--- config.mk ---
export PLATFORM = sky130hd
export DESIGN_NAME = mem_bus_ctrl_flat
export DESIGN_NICKNAME = d
export VERILOG_FILES = /design/src/rtl/cpu_pkg.sv /design/src/rtl/mem_bus_ctrl_if.sv /design/src/rtl/mem_load_align.sv /design/src/rtl/mem_bus_ctrl.sv /design/src/flat_wrapper.sv
export SDC_FILE = /design/constraint.sdc
export NUM_CORES = 1
export LEC_CHECK = 0
export ABC_AREA = 1
export BUFFER_PORTS_ARGS = -buffer_cell sky130_fd_sc_hd__buf_2
export CORE_ASPECT_RATIO = 1.4
export CORE_MARGIN = 10
export CORE_UTILIZATION = 46
export CTS_CLUSTER_SIZE = 20
export DETAILED_ROUTE_END_ITERATION = 10
export GPL_TIMING_DRIVEN = 0
export PLACE_DENSITY_LB_ADDON = 0.05
export SKIP_LAST_GASP = 1
export SLEW_MARGIN = 5
export SYNTH_ARGS = -nofsm -noshare
export SYNTH_HDL_FRONTEND = slang
export SYNTH_HIERARCHICAL = 1
export SYNTH_SLANG_ARGS = --single-unit
--- constraint.sdc ---
create_clock -name clk -period 3.1 [get_ports clk]
set_input_delay 0.465 -clock clk [delete_from_list [all_inputs] [get_ports clk]]
set_output_delay 0.465 -clock clk [all_outputs]
set_load 0.005 [all_outputs]
--- src/rtl/cpu_pkg.sv ---
// Shared CPU definitions: funct3 access-size/sign codes, size fields and the
// mem_bus_ctrl state encoding, plus the alignment rule used at acceptance.
// Latency: n/a (types and constants only). Backpressure: n/a.
package cpu_pkg;

  // funct3 codes for loads/stores (bit 2 set = zero-extending load)
  localparam logic [2:0] F3_B  = 3'b000;
  localparam logic [2:0] F3_H  = 3'b001;
  localparam logic [2:0] F3_W  = 3'b010;
  localparam logic [2:0] F3_BU = 3'b100;
  localparam logic [2:0] F3_HU = 3'b101;

  // funct3[1:0] alone gives the access size
  localparam logic [1:0] SZ_B = 2'b00;
  localparam logic [1:0] SZ_H = 2'b01;
  localparam logic [1:0] SZ_W = 2'b10;

  // Bus-ack timeout counter width (used only with MEM_TIMEOUT_EN)
  localparam int TO_CNT_W = 16;

  typedef enum logic [1:0] {
    MBC_IDLE = 2'd0,
    MBC_BUS  = 2'd1,
    MBC_DONE = 2'd2
  } mbc_state_e;

  // Halfwords need addr[0]=0, words need addr[1:0]=0; bytes never misalign.
  // Unknown sizes are treated as words, the strictest rule.
  function automatic logic is_misaligned(input logic [2:0] f3, input logic [1:0] off);
    logic mis;
    case (f3[1:0])
      SZ_B:    mis = 1'b0;
      SZ_H:    mis = off[0];
      default: mis = (off != 2'b00);
    endcase
    return mis;
  endfunction

endpackage

--- src/rtl/mem_bus_ctrl_if.sv ---
// External memory bus between mem_bus_ctrl (master) and a memory slave.
// Latency: n/a. Backpressure: slave stretches a cycle by withholding bus_ack.
// Signals: bus_req/bus_we/bus_addr/bus_be/bus_wdata (master->slave),
//          bus_ack/bus_rdata (slave->master, rdata valid with ack).
interface mem_bus_ctrl_if;
  logic        bus_req;
  logic        bus_we;
  logic [31:0] bus_addr;
  logic [3:0]  bus_be;
  logic [31:0] bus_wdata;
  logic        bus_ack;
  logic [31:0] bus_rdata;

  modport master (
    output bus_req, bus_we, bus_addr, bus_be, bus_wdata,
    input  bus_ack, bus_rdata
  );

  modport slave (
    input  bus_req, bus_we, bus_addr, bus_be, bus_wdata,
    output bus_ack, bus_rdata
  );
endinterface

--- src/rtl/mem_load_align.sv ---
// Selects the addressed byte/halfword of a bus read word and sign/zero-extends it.
// Latency: combinational. Backpressure: none.
// Ports: word_i (bus read word), off_i (addr[1:0]), funct3_i (load type), data_o (MDR value).
module mem_load_align
  import cpu_pkg::*;
(
  input  logic [31:0] word_i,
  input  logic [1:0]  off_i,
  input  logic [2:0]  funct3_i,
  output logic [31:0] data_o
);

  logic [7:0]  byte_sel;
  logic [15:0] half_sel;

  always_comb begin
    case (off_i)
      2'd0:    byte_sel = word_i[7:0];
      2'd1:    byte_sel = word_i[15:8];
      2'd2:    byte_sel = word_i[23:16];
      default: byte_sel = word_i[31:24];
    endcase
    half_sel = off_i[1] ? word_i[31:16] : word_i[15:0];

    case (funct3_i)
      F3_B:    data_o = {{24{byte_sel[7]}}, byte_sel};
      F3_BU:   data_o = {24'h0, byte_sel};
      F3_H:    data_o = {{16{half_sel[15]}}, half_sel};
      F3_HU:   data_o = {16'h0, half_sel};
      default: data_o = word_i;
    endcase
  end

endmodule

--- src/rtl/mem_bus_ctrl.sv ---
// Multicycle-CPU load/store unit: turns a mem_read/mem_write request edge into one bus cycle.
// Latency: accept edge -> BUS next cycle -> DONE one cycle after bus_ack (min 2 cycles); misaligned -> DONE in 1.
// Backpressure: holds BUS (mem_busy=1) until bus_ack; with MEM_TIMEOUT_EN defined, aborts after TIMEOUT_CYCLES.
// Ports: clk, reset (async, active-high); mem_read/mem_write/funct3/addr/wdata from control;
//        rdata/mem_busy/mem_done/mem_err to control; bus (mem_bus_ctrl_if.master) to memory.
module mem_bus_ctrl
  import cpu_pkg::*;
#(
  parameter int unsigned TIMEOUT_CYCLES = 255
) (
  input  logic        clk,
  input  logic        reset,
  input  logic        mem_read,
  input  logic        mem_write,
  input  logic [2:0]  funct3,
  input  logic [31:0] addr,
  input  logic [31:0] wdata,
  output logic [31:0] rdata,
  output logic        mem_busy,
  output logic        mem_done,
  output logic        mem_err,
  mem_bus_ctrl_if.master bus
);

  mbc_state_e  state_q, state_d;
  logic        err_q, err_d;
  logic        prev_q;
  logic        we_q;
  logic [2:0]  f3_q;
  logic [31:0] addr_q;
  logic [31:0] wdata_q;
  logic [31:0] rdata_q;

  logic        req_lvl;
  logic        accept;
  logic        misal;
  logic        in_bus;
  logic        timeout_hit;
  logic [3:0]  be_lanes;
  logic [31:0] wdata_lanes;
  logic [31:0] load_data;

  // Reset clears prev_q, so a level already high at reset release is an edge.
  assign req_lvl = mem_read | mem_write;
  assign accept  = (state_q == MBC_IDLE) && req_lvl && !prev_q;
  assign misal   = is_misaligned(funct3, addr[1:0]);
  assign in_bus  = (state_q == MBC_BUS);

`ifdef MEM_TIMEOUT_EN
  logic [TO_CNT_W-1:0] to_cnt_q;

  // Counts BUS cycles without ack; the last allowed cycle is TIMEOUT_CYCLES-1.
  always_ff @(posedge clk or posedge reset) begin
    if (reset) begin
      to_cnt_q <= '0;
    end else if (in_bus && !bus.bus_ack) begin
      to_cnt_q <= to_cnt_q + TO_CNT_W'(1);
    end else begin
      to_cnt_q <= '0;
    end
  end

  assign timeout_hit = (to_cnt_q == TO_CNT_W'(TIMEOUT_CYCLES - 1));
`else
  logic unused_timeout_cfg;
  assign unused_timeout_cfg = (TIMEOUT_CYCLES == 0);
  assign timeout_hit        = 1'b0;
`endif

  always_comb begin
    state_d = state_q;
    err_d   = err_q;
    case (state_q)
      MBC_IDLE: begin
        if (accept) begin
          state_d = misal ? MBC_DONE : MBC_BUS;
          err_d   = misal;
        end
      end
      MBC_BUS: begin
        if (bus.bus_ack) begin
          state_d = MBC_DONE;
          err_d   = 1'b0;
        end else if (timeout_hit) begin
          state_d = MBC_DONE;
          err_d   = 1'b1;
        end
      end
      MBC_DONE: begin
        state_d = MBC_IDLE;
        err_d   = 1'b0;
      end
      default: begin
        state_d = MBC_IDLE;
        err_d   = 1'b0;
      end
    endcase
  end

  always_ff @(posedge clk or posedge reset) begin
    if (reset) begin
      state_q <= MBC_IDLE;
      err_q   <= 1'b0;
      prev_q  <= 1'b0;
      we_q    <= 1'b0;
      f3_q    <= '0;
      addr_q  <= '0;
      wdata_q <= '0;
    end else begin
      state_q <= state_d;
      err_q   <= err_d;
      prev_q  <= req_lvl;
      if (accept) begin
        we_q    <= mem_write;  // read+write together is a store
        f3_q    <= funct3;
        addr_q  <= addr;
        wdata_q <= wdata;
      end
    end
  end

  mem_load_align u_load_align (
    .word_i   (bus.bus_rdata),
    .off_i    (addr_q[1:0]),
    .funct3_i (f3_q),
    .data_o   (load_data)
  );

  // MDR only changes on a completed load, or clears on a rejected misaligned load.
  always_ff @(posedge clk or posedge reset) begin
    if (reset) begin
      rdata_q <= '0;
    end else if (accept && misal && !mem_write) begin
      rdata_q <= '0;
    end else if (in_bus && bus.bus_ack && !we_q) begin
      rdata_q <= load_data;
    end
  end

  // Store lane steering; loads always read the whole word.
  always_comb begin
    be_lanes    = 4'b1111;
    wdata_lanes = wdata_q;
    if (we_q) begin
      case (f3_q[1:0])
        SZ_B: begin
          be_lanes    = 4'b0001 << addr_q[1:0];
          wdata_lanes = {4{wdata_q[7:0]}};
        end
        SZ_H: begin
          be_lanes    = addr_q[1] ? 4'b1100 : 4'b0011;
          wdata_lanes = {2{wdata_q[15:0]}};
        end
        default: begin
          be_lanes    = 4'b1111;
          wdata_lanes = wdata_q;
        end
      endcase
    end
  end

  // Bus outputs are gated by the state so they drop with an asynchronous reset.
  assign bus.bus_req   = in_bus;
  assign bus.bus_we    = in_bus & we_q;
  assign bus.bus_addr  = in_bus ? {addr_q[31:2], 2'b00} : 32'h0;
  assign bus.bus_be    = in_bus ? be_lanes : 4'b0000;
  assign bus.bus_wdata = (in_bus && we_q) ? wdata_lanes : 32'h0;

  assign rdata    = rdata_q;
  assign mem_busy = in_bus;
  assign mem_done = (state_q == MBC_DONE);
  assign mem_err  = (state_q == MBC_DONE) & err_q;

endmodule

--- src/flat_wrapper.sv ---
// flat-port wrapper written by rule: the top's interface ports become plain ports
module mem_bus_ctrl_flat import cpu_pkg::*;
#(
  parameter int unsigned TIMEOUT_CYCLES = 255
)
  (clk, reset, mem_read, mem_write, funct3, addr, wdata, rdata, mem_busy, mem_done, mem_err, bus_bus_req, bus_bus_we, bus_bus_addr, bus_bus_be, bus_bus_wdata, bus_bus_ack, bus_bus_rdata);
  mem_bus_ctrl_if bus_i ();
  input  logic clk;
  input  logic reset;
  input  logic mem_read;
  input  logic mem_write;
  input  logic [2:0] funct3;
  input  logic [31:0] addr;
  input  logic [31:0] wdata;
  output logic [31:0] rdata;
  output logic mem_busy;
  output logic mem_done;
  output logic mem_err;
  output wire logic [$bits(bus_i.bus_req)-1:0] bus_bus_req;
  output wire logic [$bits(bus_i.bus_we)-1:0] bus_bus_we;
  output wire logic [$bits(bus_i.bus_addr)-1:0] bus_bus_addr;
  output wire logic [$bits(bus_i.bus_be)-1:0] bus_bus_be;
  output wire logic [$bits(bus_i.bus_wdata)-1:0] bus_bus_wdata;
  input wire logic [$bits(bus_i.bus_ack)-1:0] bus_bus_ack;
  input wire logic [$bits(bus_i.bus_rdata)-1:0] bus_bus_rdata;
  assign bus_bus_req = bus_i.bus_req;
  assign bus_bus_we = bus_i.bus_we;
  assign bus_bus_addr = bus_i.bus_addr;
  assign bus_bus_be = bus_i.bus_be;
  assign bus_bus_wdata = bus_i.bus_wdata;
  assign bus_i.bus_ack = bus_bus_ack;
  assign bus_i.bus_rdata = bus_bus_rdata;
  mem_bus_ctrl #(.TIMEOUT_CYCLES(TIMEOUT_CYCLES)) u_core (.clk(clk), .reset(reset), .mem_read(mem_read), .mem_write(mem_write), .funct3(funct3), .addr(addr), .wdata(wdata), .rdata(rdata), .mem_busy(mem_busy), .mem_done(mem_done), .mem_err(mem_err), .bus(bus_i));
endmodule
==> impl_metrics.csv, run 1 <==
group,metric,value,unit
placement,dp_hpwl,16100,µm
clock_tree,cts_resized,0,
floorplan,fp.dieH,157,µm
placement,gp_congestion,0.935,
drt,wl_per_cell,15.8,µm
floorplan,fp.dieW,118,µm
clock_tree,cts_buffers,9,
clock_tree,cts_tree,"yes",
timing,slew_viol_final,0,
worst_setup_path,cp.arrival,1.92,ns
timing,finalCriticalPeriod,2.39,ns
timing,hold_viol,0,
drt,routed_wl,20200,µm
clock_tree,ctsHoldBuffers,0,
yosys,mappedNetlistArea,6160,µm²
placement,port_buffers,206,
timing,rsz0062_at_grt,"false",
timing,worstMarginPinSlew,0.692,ns
placement,place_ws,1.10,ns
worst_setup_path,path_common_cell,"buf_2",
global_route,antenna_found_initial,2,
finish,post_route_cells_drive_above_1_share,0.287,
timing,fmax,418,MHz
yosys,ys_types,25,
global_route,grt_pass1_wl,31900,µm
job,cap_violations,0,
power,design_power_total,7.26,mW
yosys,synth_sequential_area_ratio,0.423,
timing,relSlewSlack,0.538,
timing,setup_viol_count_final,0,
clock_tree,cts_setup_buffers,0,
worst_setup_path,critPathMaxStageDelay,0.45,ns
floorplan,ios,209,
worst_setup_path,crit_type,"flip-flop to output port",
hold_path,hp-class,"input pin to asynchronous set/reset pin",
finish,syn2layout_area_growth,25.8,%
clock_tree,clk_path_buf_depth,2,
drt,route.detailed.drc,0,
worst_setup_path,critical_path.cell_chain,"inv_1 -> nand2_2 -> nor2_4 -> inv_2 -> buf_2 -> a21oi_1 -> buf_2",
global_route,grt_pass1_vias,6292,
timing,fin_setup_tns,0,ns
drt,ant_nets,0,
clock_tree,cts_root_buf,"clkbuf_16",
yosys,avgSynthCellArea,7.00,µm²
finish,n_antenna_cell,0,
worst_setup_path,cp.required,2.63,ns
drt,firstDrtPassIters,7,
clock_tree,h-tree-depth,3,
finish,final_util,0.596,
drt,drt_iter0_markers,339,
timing,fin_skew,0.00919,ns
drt,vias_per_cell,4.86,
worst_setup_path,worstPathMaxFanout,10,
run_status,outcome,"finished clean",
finish,layout_commonest_cell,"buf_2",
clock_tree,cts.sinks,104,
finish,layout_common_cells,"buf_2 (227), nand2_1 (221), nor2_1 (158)",
finish,final_nets,1204,
floorplan,core,13000,µm²
floorplan,start_util,0.474,
worst_setup_path,cp_slowest_cell,"dfrtp_1",
timing,fin_crit_sh,0.771,
global_route,grt_usage,0.212,
power,p_leak,4.57,nW
worst_setup_path,ff2ff_path_depth,11,
power,powerDensity,938,nW/µm²
drt,vias,6230,
worst_setup_path,ff2ff_setup_slack,1.19,ns
global_route,grt_max_degree,40,
clock_tree,clock_latency,0.34,ns
yosys,synth_warnings,6,
floorplan,dieArea,18500,µm²
timing,fin_ws,0.710,ns
worst_setup_path,end_kind,"output port",
yosys,ys_seq_elements,104,
clock_tree,clk_pin_slew,0.08,ns
global_route,grt.overflow.total,0,
worst_setup_path,critPathLaunchType,"flip-flop",
yosys,syn-instance-count,880,
floorplan,fp-row-count,49,
power,vdd_drop_max,0.402,mV
[power by group]
group	internal (mW)	total, mW	switching [mW]	leakage (nW)
clock	0.620	1.13	0.514	0.134
sequential	1.95	2.29	0.338	1.25
combinational	1.44	3.84	2.40	3.18
[path summary, 6_finish.rpt]
| path | start | endpoint |
|---|---|---|
| setup / recovery | u_core/state_q[1] | bus_bus_wdata[22] |
| hold / removal | reset | u_core/rdata[11] |
| setup reg to reg | u_core/addr_q[0] | u_core/rdata[12] |
| hold reg to reg | u_core/err_q | u_core/err_q |
| max in group asynchronous | reset | u_core/wdata_q[15] |
| min in group clk | addr[20] | u_core/addr_q[20] |
[kinds of logic (layout without fill, tap and decap cells)]
kind of cell / count (synthesis) / count (layout) / synth area share
compound gates: 113 / 113 / 0.118
flops: 104 / 104 / 0.423
buf+inv: 173 / 395 / 0.124
other cells: 1 / 2 / 0.000609
simple gates: 489 / 489 / 0.334
[stage by stage]
step	instance area [µm²]	cells	hold slack, ns
3_5_place_dp	7460	1267	0.473
4_1_cts	7740	1281	0.230
3_3_place_gp	7420	1265	0.460
5_1_grt	7740	1281	0.259
2_1_floorplan	6160	881	0.435
6_report	7740	1281	0.216
[cells in the mapped netlist (all sizes together)]
cell | count | area [µm²]
a21boi | 1 | 7.51
nand2 | 224 | 848
conb | 1 | 3.75
nor3 | 5 | 25.0
and3 | 1 | 6.26
nor2 | 164 | 651
dfrtp | 104 | 2600
nand4 | 8 | 50.1
inv | 121 | 454
o21ai | 48 | 240
clkbuf | 16 | 60.1
o211ai | 3 | 22.5
or2 | 2 | 12.5
nand3 | 85 | 465
a21oi | 61 | 455
buf | 36 | 251
[metal layers]
layer  vias up  track usage  share of wire
met5         -            0         0.0012
met4         4       0.0844          0.031
met3        36       0.0655          0.076
met2       219        0.378           0.50
met1      2823        0.230           0.39
li1       3148            -              -
[state kept, by name, indices dropped and copies added (netlist names)]
signal,count
u_core/err_q,1
u_core/rdata,32
u_core/prev_q,1
u_core/f3_q,3
u_core/we_q,1
u_core/wdata_q,32
u_core/state_q,2
u_core/addr_q,32
[worst max-delay path, delay by kind of cell (launching register included)]
family / cells / cell delay (ns)
compound gates: 1 / 0.16
buf+inv: 4 / 0.58
flops: 1 / 0.45
simple gates: 2 / 0.40
[cell type report]
class | instances | area, µm²
Fill cell | 1325 | 5260
Multi-Input combinational cell | 604 | 2790
Sequential cell | 104 | 2600
Timing Repair Buffer | 208 | 1070
Inverter | 121 | 458
Buffer | 52 | 312
Clock buffer | 9 | 225
Tap cell | 178 | 223
Clock inverter | 5 | 58.8
Note: power is estimated with default switching activity, not from simulation.
==> run 2: changes to the inputs <==
--- a/config.mk
+++ b/config.mk
@@ -5,11 +5,11 @@
 export SDC_FILE = /design/constraint.sdc
 export NUM_CORES = 1
 export LEC_CHECK = 0
-export ABC_AREA = 1
+export ABC_AREA = 0
 export BUFFER_PORTS_ARGS = -buffer_cell sky130_fd_sc_hd__buf_2
 export CORE_ASPECT_RATIO = 1.4
 export CORE_MARGIN = 10
-export CORE_UTILIZATION = 46
+export CORE_UTILIZATION = 50
 export CTS_CLUSTER_SIZE = 20
 export DETAILED_ROUTE_END_ITERATION = 10
 export GPL_TIMING_DRIVEN = 0
==> constraint.sdc (replaced) <==
create_clock -name clk -period 2.5 [get_ports clk]
set_input_delay 0.375 -clock clk [delete_from_list [all_inputs] [get_ports clk]]
set_output_delay 0.375 -clock clk [all_outputs]
set_load 0.005 [all_outputs]
==> impl_metrics.csv, run 2 <==
group,metric,value,unit
timing,relSlewSlack,0.401,
finish,seq_area,2600,µm²
yosys,avgSynthCellArea,9.97,µm²
drt,firstDrtPassIters,5,
floorplan,fp.dieW,111,µm
yosys,synth-edff-count,0,
clock_tree,clk_pin_slew,0.08,ns
clock_tree,h-tree-depth,3,
global_route,grt_pass1_vias,5655,
power,design_power_total,6.44,mW
timing,setup_viol_count_final,0,
drt,routed_wl,18900,µm
drt,wl_per_cell,19.9,µm
drt,vias,5301,
finish,layout_common_cells,"buf_2 (218), dfrtp_1 (104), nand2_1 (93)",
clock_tree,clk_path_buf_depth,2,
yosys,mappedNetlistArea,5800,µm²
clock_tree,clock_latency,0.35,ns
worst_setup_path,cp.arrival,1.93,ns
global_route,grt.overflow.total,0,
global_route,grt_usage,0.223,
floorplan,fp-row-count,46,
drt,route.detailed.drc,0,
worst_setup_path,crit_type,"flip-flop to output port",
timing,worstMarginPinSlew,0.897,ns
timing,hold_viol,0,
global_route,grt_max_degree,41,
yosys,synth_ff_type,"dfrtp_1",
yosys,postSynth.asyncResetShare,1.00,
finish,final_cells,951,
drt,vias_per_cell,5.57,
hold_path,hp-class,"input pin to asynchronous set/reset pin",
finish,syn2layout_area_growth,27.3,%
clock_tree,cts_setup_buffers,0,
drt,drt_iter0_markers,367,
yosys,synth_sequential_area_ratio,0.448,
yosys,synth_most_common_cell,"dfrtp_1",
yosys,ys_top_cells_by_area,"dfrtp_1 (45%), mux2_2 (14%), nand2_1 (6.1%)",
floorplan,start_util,0.512,
timing,fmax,433,MHz
floorplan,dieArea,16400,µm²
global_route,grt_pass1_wl,29500,µm
job,cap_violations,0,
timing,fin_crit_sh,0.923,
timing,fin_setup_tns,0,ns
clock_tree,cts_tree,"yes",
power,powerDensity,872,nW/µm²
worst_setup_path,worstPathMaxFanout,10,
worst_setup_path,critPathLaunchType,"flip-flop",
placement,port_buffers,206,
finish,post_route_cells_drive_above_1_share,0.428,
floorplan,core,11300,µm²
yosys,ys_types,41,
clock_tree,cts_root_buf,"clkbuf_16",
finish,final_nets,905,
global_route,antenna_found_initial,2,
clock_tree,cts_buffers,9,
worst_setup_path,end_kind,"output port",
floorplan,ios,209,
finish,multiInputGateArea,2840,µm²
timing,slew_viol_final,0,
finish,fill_cells,997,
yosys,ys_top_cells_by_count,"dfrtp_1 (104), nand2_1 (94), mux2_2 (70)",
yosys,syn-instance-count,582,
yosys,synth_top_area_share,0.448,
timing,fin_skew,0.0104,ns
clock_tree,cts.sinks,104,
timing,rsz0062_at_grt,"false",
run_status,outcome,"finished clean",
placement,placed_cells,935,
finish,layout_commonest_cell,"buf_2",
floorplan,fp.dieH,147,µm
timing,finalCriticalPeriod,2.31,ns
power,p_leak,3.68,nW
yosys,synth_warnings,6,
drt,ant_nets,0,
placement,gp_congestion,0.966,
placement,dp_hpwl,14900,µm
yosys,ys_seq_elements,104,
yosys,yosys.area.top_type,"dfrtp_1",
clock_tree,ctsHoldBuffers,0,
worst_setup_path,cp.required,2.12,ns
power,vdd_drop_max,0.549,mV
## run 2: cell families (layout without fill, tap and decap cells)
logic type             Yosys count  after routing  synth area share
AND/OR/NAND/NOR                196            196             0.160
AO/OA/AOI/OAI                  126            126             0.137
flip-flops                     104            104             0.448
multiplexers                    89             89             0.190
buffers and inverters           66            289            0.0647
other                            1              3          0.000646
## run 2: final timing paths
kind                              startpoint            endpoint  slack (ns)  depth (start not counted)
min in group clk                    addr[28]   u_core/addr_q[28]        0.25                          2
max in group asynchronous              reset  u_core/wdata_q[11]        1.39                          4
setup / recovery           u_core/state_q[1]   bus_bus_wdata[29]        0.19                          6
hold reg to reg             u_core/addr_q[2]    u_core/addr_q[2]        0.50                          1
hold / removal                         reset    u_core/rdata[30]        0.20                          2
setup reg to reg              u_core/f3_q[1]    u_core/rdata[29]        0.40                          7
## run 2: report_power, final
part,internal [mW],switching [mW]
Combinational,1.14,1.23
Sequential,2.23,0.386
Clock,0.794,0.668
## run 2: per-stage QoR
step	hold WS (ns)	setup WS, ns	area [µm²]	util
6_report	0.201	0.193	7380	0.651
5_1_grt	0.249	0.0402	7380	0.651
2_1_floorplan	0.469	0.737	5810	-
4_1_cts	0.222	0.00543	7370	0.650
3_3_place_gp	0.481	0.199	7020	0.619
3_5_place_dp	0.487	0.349	7060	0.623
## run 2: what timing repair did
item                                    CTS  global route
hold endpoints to repair                  0             0
gates resized for setup                   4            10
endpoints found under the setup margin   14            27
## run 2: metal layers
metal / part of all wire / global-route usage
met1: 0.37 / 0.238
met2: 0.52 / 0.396
met3: 0.080 / 0.0648
met4: 0.035 / 0.108
met5: 0.00063 / 0
## run 2: cell type report
class / count / area share
clock inverter: 6 / 0.0102
tap: 144 / 0.0244
inverter: 16 / 0.00864
clock buffer: 10 / 0.0310
sequential: 104 / 0.352
multi-input combinational: 413 / 0.384
timing repair buffer: 208 / 0.145
antenna: 1 / 0.000339
buffer: 49 / 0.0435
## run 2: critical path, stage by stage (launching register included)
cell and delay, ns:
dfrtp_1 0.43, nand2b_2 0.27, inv_2 0.13, nand2_2 0.12, clkbuf_4 0.21, a211oi_1 0.24
buf_2 0.18
